File: config.mk
export PLATFORM = sky130hd
export DESIGN_NAME = mul_nbits_seq
export DESIGN_NICKNAME = d
export VERILOG_FILES = /design/src/rtl/mul_pkg.sv /design/src/rtl/mul_step.sv /design/src/rtl/mul_nbits_seq.sv
export SDC_FILE = /design/constraint.sdc
export NUM_CORES = 1
export LEC_CHECK = 0
export CAP_MARGIN = 10
export CORE_AREA = 2 2 127 129
export DETAILED_ROUTE_END_ITERATION = 8
export DIE_AREA = 0 0 129 131
export PLACE_DENSITY_LB_ADDON = 0.2
export SLEW_MARGIN = 0
export SYNTH_ARGS = -nofsm -noshare
export SYNTH_HDL_FRONTEND = slang
export SYNTH_HIERARCHICAL = 1
export SYNTH_SLANG_ARGS = --single-unit
File: constraint.sdc
create_clock -name clk -period 5.6 [get_ports clk]
set_clock_uncertainty 0.2 [all_clocks]
set_input_delay 1.12 -clock clk [delete_from_list [all_inputs] [get_ports clk]]
set_output_delay 1.12 -clock clk [all_outputs]
set_load 0.02 [all_outputs]
File: src/rtl/mul_pkg.sv
// Shared types and helpers for the sequential multiplier family.
package mul_pkg;

    typedef enum logic [1:0] {
        S_IDLE,
        S_CALC,
        S_DONE
    } mul_state_t;

    // Widest operand the shared helpers handle; callers cast in and out.
    localparam int MAX_W = 32;

    // Magnitude of a w-bit two's-complement value held in the low bits of v.
    // The most-negative value maps to 2^(w-1), which still fits in w unsigned bits.
    function automatic logic [MAX_W-1:0] abs_w(input logic [MAX_W-1:0] v,
                                               input int unsigned      w);
        logic [MAX_W-1:0] mask;
        logic [MAX_W-1:0] sign_mask;
        mask      = {MAX_W{1'b1}} >> (MAX_W - w);
        sign_mask = {{(MAX_W-1){1'b0}}, 1'b1} << (w - 1);
        if ((v & sign_mask) != '0)
            return (~v + 1'b1) & mask;
        else
            return v & mask;
    endfunction

endpackage

File: src/rtl/mul_step.sv
// One shift-add step: conditionally adds the multiplicand, aligned to bit cnt, into acc.
module mul_step
    import mul_pkg::*;
#(
    parameter int WIDTH = 8,
    parameter int CW    = (WIDTH > 1) ? $clog2(WIDTH) : 1
) (
    input  logic [2*WIDTH-1:0] acc,
    input  logic [WIDTH-1:0]   mcand,
    input  logic               mplier_bit,
    input  logic [CW-1:0]      cnt,
    output logic [2*WIDTH-1:0] acc_next
);

    logic [2*WIDTH-1:0] partial;

    always_comb begin
        partial  = {{WIDTH{1'b0}}, mcand} << cnt;
        acc_next = mplier_bit ? (acc + partial) : acc;
    end

endmodule

File: src/rtl/mul_nbits_seq.sv
// Sequential shift-add multiplier with valid/ready handshakes, one partial product
// per clock, unsigned or two's-complement operands selected per operation.
module mul_nbits_seq
    import mul_pkg::*;
#(
    parameter int WIDTH = 8
) (
    input  logic               clk,
    input  logic               rst,
    input  logic               in_valid,
    output logic               in_ready,
    input  logic [WIDTH-1:0]   a,
    input  logic [WIDTH-1:0]   b,
    input  logic               signed_mode,
    output logic               out_valid,
    input  logic               out_ready,
    output logic [2*WIDTH-1:0] p,
    output logic               busy
);

    localparam int CW = (WIDTH > 1) ? $clog2(WIDTH) : 1;
    localparam int PW = 2 * WIDTH;

    mul_state_t        state, state_next;
    logic [WIDTH-1:0]  mcand, mplier;
    logic              neg;
    logic [PW-1:0]     acc, acc_next;
    logic [CW-1:0]     cnt;
    logic [WIDTH-1:0]  a_mag, b_mag;
    logic              accept, last;

    assign accept = in_valid && in_ready;
    assign last   = (cnt == CW'(WIDTH - 1));
    assign a_mag  = WIDTH'(abs_w(MAX_W'(a), WIDTH));
    assign b_mag  = WIDTH'(abs_w(MAX_W'(b), WIDTH));

    mul_step #(.WIDTH(WIDTH), .CW(CW)) u_step (
        .acc        (acc),
        .mcand      (mcand),
        .mplier_bit (mplier[0]),
        .cnt        (cnt),
        .acc_next   (acc_next)
    );

    // NOTE: state and data registers use non-blocking assignments so every
    // register samples pre-edge values, matching the hardware it describes.
    always_ff @(posedge clk) begin
        if (rst)
            state <= S_IDLE;
        else
            state <= state_next;
    end

    // NOTE: the default first assignment keeps this block free of inferred latches.
    always_comb begin
        state_next = state;
        unique case (state)
            S_IDLE:  if (accept)    state_next = S_CALC;
            S_CALC:  if (last)      state_next = S_DONE;
            S_DONE:  if (out_ready) state_next = S_IDLE;
            default:                state_next = S_IDLE;
        endcase
    end

    always_comb begin
        in_ready  = (state == S_IDLE) && !rst;
        out_valid = (state == S_DONE);
        busy      = (state != S_IDLE);
    end

    // NOTE: the datapath is cleared on reset too, so p reads 0 after reset and
    // a discarded operation leaves no residue in acc or cnt.
    always_ff @(posedge clk) begin
        if (rst) begin
            mcand  <= '0;
            mplier <= '0;
            neg    <= 1'b0;
            acc    <= '0;
            cnt    <= '0;
            p      <= '0;
        end else begin
            unique case (state)
                S_IDLE: begin
                    if (accept) begin
                        mcand  <= signed_mode ? a_mag : a;
                        mplier <= signed_mode ? b_mag : b;
                        neg    <= signed_mode && (a[WIDTH-1] ^ b[WIDTH-1]);
                        acc    <= '0;
                        cnt    <= '0;
                    end
                end
                S_CALC: begin
                    acc    <= acc_next;
                    mplier <= mplier >> 1;
                    cnt    <= cnt + 1'b1;
                    // Sign fix-up on the final partial product; -0 is still 0.
                    if (last)
                        p <= neg ? -acc_next : acc_next;
                end
                default: ;
            endcase
        end
    end

endmodule
==> results.md <==
- Main combinational cell family by area after synthesis: simple AND/OR/NAND/NOR gates
- Compound-Gate Fraction of Synth Area: 0.221
- Initial antenna violation count: 0
- Area growth, synth to finish: 17.9%
- Post-Route Setup TNS: 0 ns
- # rows: 46
- Mapped Area: 0.00383 mm2
- Grt ovf: 0
- Largest fanout on the critical path: 12
- Period utilization: 0.775
- Syn Nets: 527
- Clock buffer count from CTS: 5
- Clock latency on the worst-skew pair: 0.30 ns
- CTS resizes: 0
- LEAKAGE: 1.62 nW
- I/O pin cnt: 40
- Synth cell types: 57
- Port bufs: 39
- Post-synth EDFFs: 0
- Post-synthesis mux area share: 0.0784
- DR pass1 iterations: 4
- Max Buffers Root-to-Sink: 2
- Vert. Die Dim: 131 um
- CTS Root Cell: clkbuf_16
- Dpl cells: 712
- Fin nets: 545
- Finished Layout Cells: 720
- Post-Synth XOR/XNOR Area: 0.0777
- Tmin final: 4.34 ns
- GP Congestion: 0.874
- Post-synthesis register bit count: 54
- Pin slew with the least headroom to its limit: 1.14 ns
- Synth top area share: 0.282
- Worst setup path class: register to register
- Post-detailed-routing wire length: 9.78 mm
- VDD IR-drop max: 0.000121 V
- Core area: 0.0156 mm2
- Worst-path clk slew: 0.07 ns
- ANT cells: 0
- Final setup fails: 0
- CTS tree: built
- Post CTS Setup Buffer Count: 0
- Chip width: 129 um
- Highest clock rate: 231 MHz
- Post-Synth Adder-Cell Area: 0.0705
- Vias per Instance: 4.79
- Total track usage: 0.115
- Vias: 3447
- DRT iter0 DRCs: 157
- Power per Cell Area: 191 mW/mm2
- Routed Antenna Nets: 0
- CP max-delay cell: dfxtp_1
- Synthesized-area fraction occupied by and/or/nand/nor cells: 0.221
- Hold Fails Final Rpt: 0
- WP data arrival: 4.26 ns
- First-pass GRT wire length: 15.8 mm
- Post-detail-place hpwl: 7.46 mm
- Slew HR: 0.238
- Drt wl/cell: 13.6 um
- Clock sink count: 54
- Number of H-tree levels: 2
- Crit end category: register
- Initial Util: 0.246
- Post-synthesis cell count: 485
- Seq/Total Area, Yosys: 0.282
- Worst path max stage delay: 0.61 ns
- WP buf/inv: 0
- Yosys top cell by area: dfxtp_1
- Die ar.: 0.0169 mm2
- Fillers: 1704
- Async SR Flop Fraction: 0
- Main synth FF type: dfxtp_1
- Ratio of cells with drive above 1 in the final layout: 0.0833
- Worst-path cell chain: mux2_2 > o21ai_0 > nor2_1 > ha_1 > o21a_2 > a211oi_2 > o21bai_1 > a21oi_1 > xnor2_1 > mux2_2 > nor3b_1 > nand3_1 > o31ai_2 > xor2_1 > a211oi_1
- Run status: complete, no violations
- RSZ-0062 raised after global routing: no
- Top post-synthesis cells by area: dfxtp_1 28%, ha_1 6.5%, a21oi_1 5.7%
- Maxcap violations: 0
- # DRC: 0
- Hold-fix buffers, CTS: 0
- Most frequent CP cell: mux2_2
- Via count of the first global-routing pass: 3161
- Critical path data required time: 5.52 ns
- Max-slew violation count: 0
- Yosys warns: 6
- Top delay family on crit path: compound AO/OA/AOI/OAI gates
- Hold Path Class: register to register
- Critical path launch point type: register
- Avg Cell Area, Syn: 7.90 um2
- Largest net degree at the start of global routing: 56
## per-layer routing
metal / up-vias / routed length, um / global-route usage
met5: - / 0 / 0
met4: 0 / 90 / 0.0211
met3: 12 / 294 / 0.0216
met2: 59 / 4620 / 0.199
met1: 1582 / 4780 / 0.152
li1: 1794 / - / -
## through the flow
stage	instance area (um2)	util	hold WS, ns	total power [mW]	setup slack [ns]
5_1_grt	4520	0.290	0.297	0.906	0.923
6_report	4520	0.290	0.256	0.861	1.26
3_3_place_gp	4370	0.280	0.250	0.551	1.35
2_1_floorplan	3830	-	0.249	0.508	1.59
4_1_cts	4520	0.290	0.257	0.876	1.25
3_5_place_dp	4370	0.280	0.246	0.553	1.28
## power by group
group | switching (mW) | internal, mW | total [mW] | leakage (nW)
registers | 0.0139 | 0.393 | 0.407 | 0.437
logic | 0.0775 | 0.0587 | 0.136 | 1.12
clock network | 0.150 | 0.168 | 0.318 | 0.0664
## cell usage after synthesis, drive strengths merged (9+ instances only)
cell type,count
mux2i,9
inv,14
mux2,18
a21oi,44
nand2,52
xnor2,12
o21ai,28
clkbuf,16
nor2,49
buf,14
a211oi,19
nand3,30
xor2,22
dfxtp,54
ha,20
## worst reg2reg max path: stages, from the launching register on
cell and delay, ns:
dfxtp_1 0.61, mux2_2 0.40, o21ai_0 0.23, nor2_1 0.08
ha_1 0.36, o21a_2 0.23, a211oi_2 0.26, o21bai_1 0.14
a21oi_1 0.19, xnor2_1 0.09, mux2_2 0.33, nor3b_1 0.39
nand3_1 0.19, o31ai_2 0.23, xor2_1 0.16, a211oi_1 0.08
## final cells by class
type / instances / area, um2 / area share
clock inverters: 3 / 23.8 / 0.00526
flip-flops and latches: 54 / 1080 / 0.239
multi-input cells: 387 / 2560 / 0.568
inverters: 14 / 52.6 / 0.0116
well taps: 216 / 270 / 0.0598
repair buffers: 41 / 400 / 0.0886
clock buffers: 5 / 125 / 0.0277
## registers in the layout, summed over array words and instances (netlist names)
signal  count
neg         1
mplier      8
acc        16
p          16
mcand       8
state       2
cnt         3
## placed cells by master, fill, tap and decap left out, types with 9 or more instances in the layout
cell type,Yosys,layout
nand2_1,52,52
ha_1,20,20
mux2i_1,9,9
dfxtp_1,54,54
a21oi_1,44,44
mux2_2,16,16
xor2_1,22,22
a211oi_1,18,18
clkdlybuf4s50_1,0,38
inv_1,14,14
nand3_1,30,30
o21ai_0,23,23
nor2_1,49,48
xnor2_1,12,12
## cell families (layout without fill, tap and decap cells)
kind of cell	after synthesis	count (layout)
compound gates	131	131
xor+xnor	34	34
fa+ha+maj	21	21
buf+inv	44	63
flops	54	54
mux	27	27
simple gates	174	174
## path summary, 6_finish.rpt
| check | start | end | slack, ns | cells after the start |
|---|---|---|---|---|
| setup / recovery | cnt[0] | p[12] | 1.26 | 15 |
| hold / removal | p[0] | p[0] | 0.26 | 2 |
| setup reg to reg | cnt[0] | p[12] | 1.26 | 15 |
| hold reg to reg | p[0] | p[0] | 0.26 | 2 |
Power figures use the tool's default switching activity.
==> RTL edit 1, RTL diff (same flow settings) <==
Encoding of `mul_state_t`: now one-hot (3 bits for 3 states).
--- a/src/rtl/mul_pkg.sv
+++ b/src/rtl/mul_pkg.sv
@@ -2,8 +2,8 @@
 package mul_pkg;
 
-    typedef enum logic [1:0] {
-        S_IDLE,
-        S_CALC,
-        S_DONE
+    typedef enum logic [2:0] {
+        S_IDLE = 3'b001,
+        S_CALC = 3'b010,
+        S_DONE = 3'b100
     } mul_state_t;
 
Check against the original RTL: same outputs for any inputs over 4 cycles, from zero or initial values and one cycle with rst high; so few cycles prove little.
==> RTL edit 1 against the unedited design <==
  * Total power up 1.3%
  * Final area is 1.6% higher
  * First-iteration DRC count rose by 60%
  * Non-clock buffer count is 2 higher
  * Routed wire length rose by 4.9%
  * Combinational power grew 4%
  * Area after synthesis increased by 1.3%
  * Sequential cell count rose by 1
  * Setup slack got worse by 0.61 ns
  * Critical endpoint is now p[15]$_SDFFE_PP0P_
==> RTL edit 1: results (changes against the unedited design) <==
- The worst voltage drop across the vdd grid was 0.000101 V (-17%).
* Most frequent cells after synthesis: dfxtp_1, nand2_1, nor2_1
* Met3 capacity usage during global routing: 0.0212 (-0.000407)
- The number of violations reported at the end of detailed-routing iteration 0 was 251 (+60%).
- Pre-CTS WS: 0.699 ns (-0.585 ns)
- Vias in the first global route: 3,376 (+6.8%)
- Length of routed wiring on met1: 5120 um (+7.2%)
* Capturing element of the worst setup path: p[15]$_SDFFE_PP0P_
* Leakage dissipation: 1.66 nW (+2.2%)
- The part of the Yosys area used for sequential elements came to 0.284 (+0.00143).
* Clock group power: 314 uW (-1%)
- Post-placement cell area: 4450 um^2 (+1.8%)
- CP top delay family: simple AND/OR/NAND/NOR gates
- The internal power consumption came to 629 uW (+1.5%).
* Largest cells by area after synthesis: dfxtp_1, ha_1, a21oi_1, nand2_1, nor2_1
- The run finished with clean final reports.
* HPWL Detailed: 7460 um (about the same)
- The routed length on met3 was 387 um (+32%).
* Post-synthesis net count: 539 (+2.3%)
- Number of nets at the end of the flow: 558 (+2.4%)
- The data arrival time of the worst path came to 4.98 ns (+0.72 ns).
- The worst-case reg-to-reg path depth was 14 (-1).
* Post-DR wirelength/cell: 14.0 um (+3.1%)
- Layout cell share with drive strength beyond 1: 0.0812 (-0.00210)
- The power dissipated in sequential cells was 417 uW (+2%).
- Count of non-filler cells in the finished layout: 733 (+1.8%)
* Routability Congestion: 0.836 (-4.4%)
* Reg power frac: 0.478 (+0.005)
* Wire length on met2: 4590 um (-0.63%)
* Final Hold Slack: 0.257 ns (+0.000475 ns)
* Met2 demand-to-capacity share in global routing: 0.203 (+0.00436)
- Number of detailed-routing iterations run before antenna repair: 5 (+1)
- Syn Area/Cell: 7.81 um^2 (-1.1%)
* Tightest Pin Transition: 1.12 ns (-0.0265 ns)
- Met1 capacity usage during global routing: 0.174 (+0.0217)
## RTL edit 1: changes by cell type after synthesis, moves of 3 or more
cell,delta
a21oi_1,+3
nand3_1,-3
buf_2,-6
nor3_1,+4
clkbuf_1,+8
xor2_1,-4
o21ai_0,+6
## RTL edit 1: cells by family (layout without fill, tap and decap cells)
family / Yosys count / count (layout) / synth area share
XOR/XNOR: 32 / 32 / 0.0722
flip-flops: 55 / 55 / 0.284
adder cells (fa/ha/maj): 21 / 21 / 0.0696
AND/OR/NAND/NOR: 179 / 179 / 0.227
AO/OA/AOI/OAI: 139 / 139 / 0.227
multiplexers: 26 / 26 / 0.0748
buffers and inverters: 45 / 65 / 0.0464
## RTL edit 1: cell type report
cell class / count / area (um^2)
sequential: 55 / 1100
timing repair buffer: 43 / 415
clock buffer: 6 / 129
inverter: 14 / 52.6
clock inverter: 2 / 12.5
fill: 1711 / 11000
multi-input combinational: 397 / 2610
tap: 216 / 270
==> RTL edit 2, RTL diff (same settings) <==
Made on the original files. `WIDTH` is set to 8 in 2 places; all go to 4.
--- a/src/rtl/mul_step.sv
+++ b/src/rtl/mul_step.sv
@@ -3,5 +3,5 @@
     import mul_pkg::*;
 #(
-    parameter int WIDTH = 8,
+    parameter int WIDTH = 4,
     parameter int CW    = (WIDTH > 1) ? $clog2(WIDTH) : 1
 ) (
--- a/src/rtl/mul_nbits_seq.sv
+++ b/src/rtl/mul_nbits_seq.sv
@@ -4,5 +4,5 @@
     import mul_pkg::*;
 #(
-    parameter int WIDTH = 8
+    parameter int WIDTH = 4
 ) (
     input  logic               clk,
Interface: changed (resized a, b and p); port bits go from 40 to 24. The function was not compared with the original's and may differ.
==> RTL edit 2 against the unedited design <==
  * Total power is 33% lower
  * Routed wire length is 49% lower
  * Area after synthesis is 51% lower
  * Sequential cell count is 25 lower
  * Final area is 45% lower
  * Via count is 53% lower
  * Worst hold slack better by 0.0059 ns
  * Critical path depth is 11 lower
  * Global-route usage is 5.4 points lower
  * Setup slack better by 0.40 ns
==> RTL edit 2: results (changes against the unedited design) <==
- Status: completed
- Post-synthesis net count: 250 (-53%)
- Iteration-0 DRC Markers: 57 (-64%)
- The clock-pin slew reported for the worst setup and hold paths after clock tree synthesis is 0.05 ns (-0.02 ns).
- Adder and majority cell fraction of the synthesized area: 0.0846 (+0.0141)
- Count of input and output buffers: 23 (-41%)
- The via density per instance was 3.53 (-26%).
- Pre-CTS WS: 1.67 ns (+0.383 ns)
* IR drop worst, VDD: 0.000166 V (+38%)
- Most frequent cells after synthesis: dfxtp_1, nand2_1, a21oi_1
- The slew of the pin with the lowest slew margin was 0.672 ns (-0.470 ns).
- Number of ordinary and repair buffers in the finished layout: 24 (-41%)
- Total power density per cell area: 234 nW/um^2 (+23%)
* Largest cells by area after synthesis: dfxtp_1, ha_1, a21oi_1, nand2_1, mux2i_1
- Util after Layout: 0.159 (-0.131)
- Global-route wire length before repair: 8270 um (-48%)
- The share of post-route cells with drive strength above 1 was 0.0935 (+0.0102).
* Xor and xnor area share after synthesis: 0.0611 (-0.0166)
- The clock distribution power came to 279 uW (-12%).
* Clkbuf count: 7 (+2)
- Met1 capacity usage during global routing: 0.0790 (-0.0730)
* Area used by multi-input combinational logic: 1180 um^2 (-54%)
- The total net switching power came to 143 uW (-41%).
- Leakage dissipation: 0.862 nW (-47%)
- The number of distinct library cells after synthesis is 43 (-25%).
* # placed instances: 454 (-36%)
- The maximum fanout count along the critical path was 32 (+20).
- #FFs+latches synth: 29 (-46%)
- The number of cells in the finished layout apart from fillers is 462 (-36%).
- The proportion of cell area occupied by registers is 0.235 (-0.00457).
* Met2 demand-to-capacity share in global routing: 0.107 (-0.0915)
* Post-placement cell area: 2320 um^2 (-47%)
- The portion of the layout cell area used by non-clock buffers was 0.0961 (+0.00749).
* Number of nets at the end of the flow: 270 (-50%)
* Combinational group share of total power: 0.132 (-0.026)
- The largest individual stage delay along the critical path comes from the cell clkdlybuf4s50_1.
- The total met2 wirelength after detailed routing was 2400 um (-48%).
- The largest registers in the layout are acc (8), p (8).
RTL edit 2: cell count changes after synthesis, moves of 6 or more:
cell and delta:
ha_1 -9, a211oi_1 -10, nor2_1 -34, nand3_1 -16
mux2_2 -11, dfxtp_1 -25, a222oi_1 -6, xor2_1 -15
a21oi_1 -23, xnor2_1 -6, nand2_1 -28, clkbuf_1 -10
o21ai_0 -19
RTL edit 2: final timing paths:
path                        from                 to  slack [ns]  depth (start not counted)
max                          rst           in_ready        1.66                          4
min            p[0]$_SDFFE_PP0P_  p[0]$_SDFFE_PP0P_        0.26                          2
max reg2reg  cnt[0]$_SDFFE_PP0P_  p[7]$_SDFFE_PP0P_        2.15                         12
min reg2reg    p[0]$_SDFFE_PP0P_  p[0]$_SDFFE_PP0P_        0.26                          2
RTL edit 2: worst max-delay path: cells and delay by family:
kind / cells / cell delay (ns)
buffers and inverters: 3 / 1.30
AND/OR/NAND/NOR: 1 / 0.20
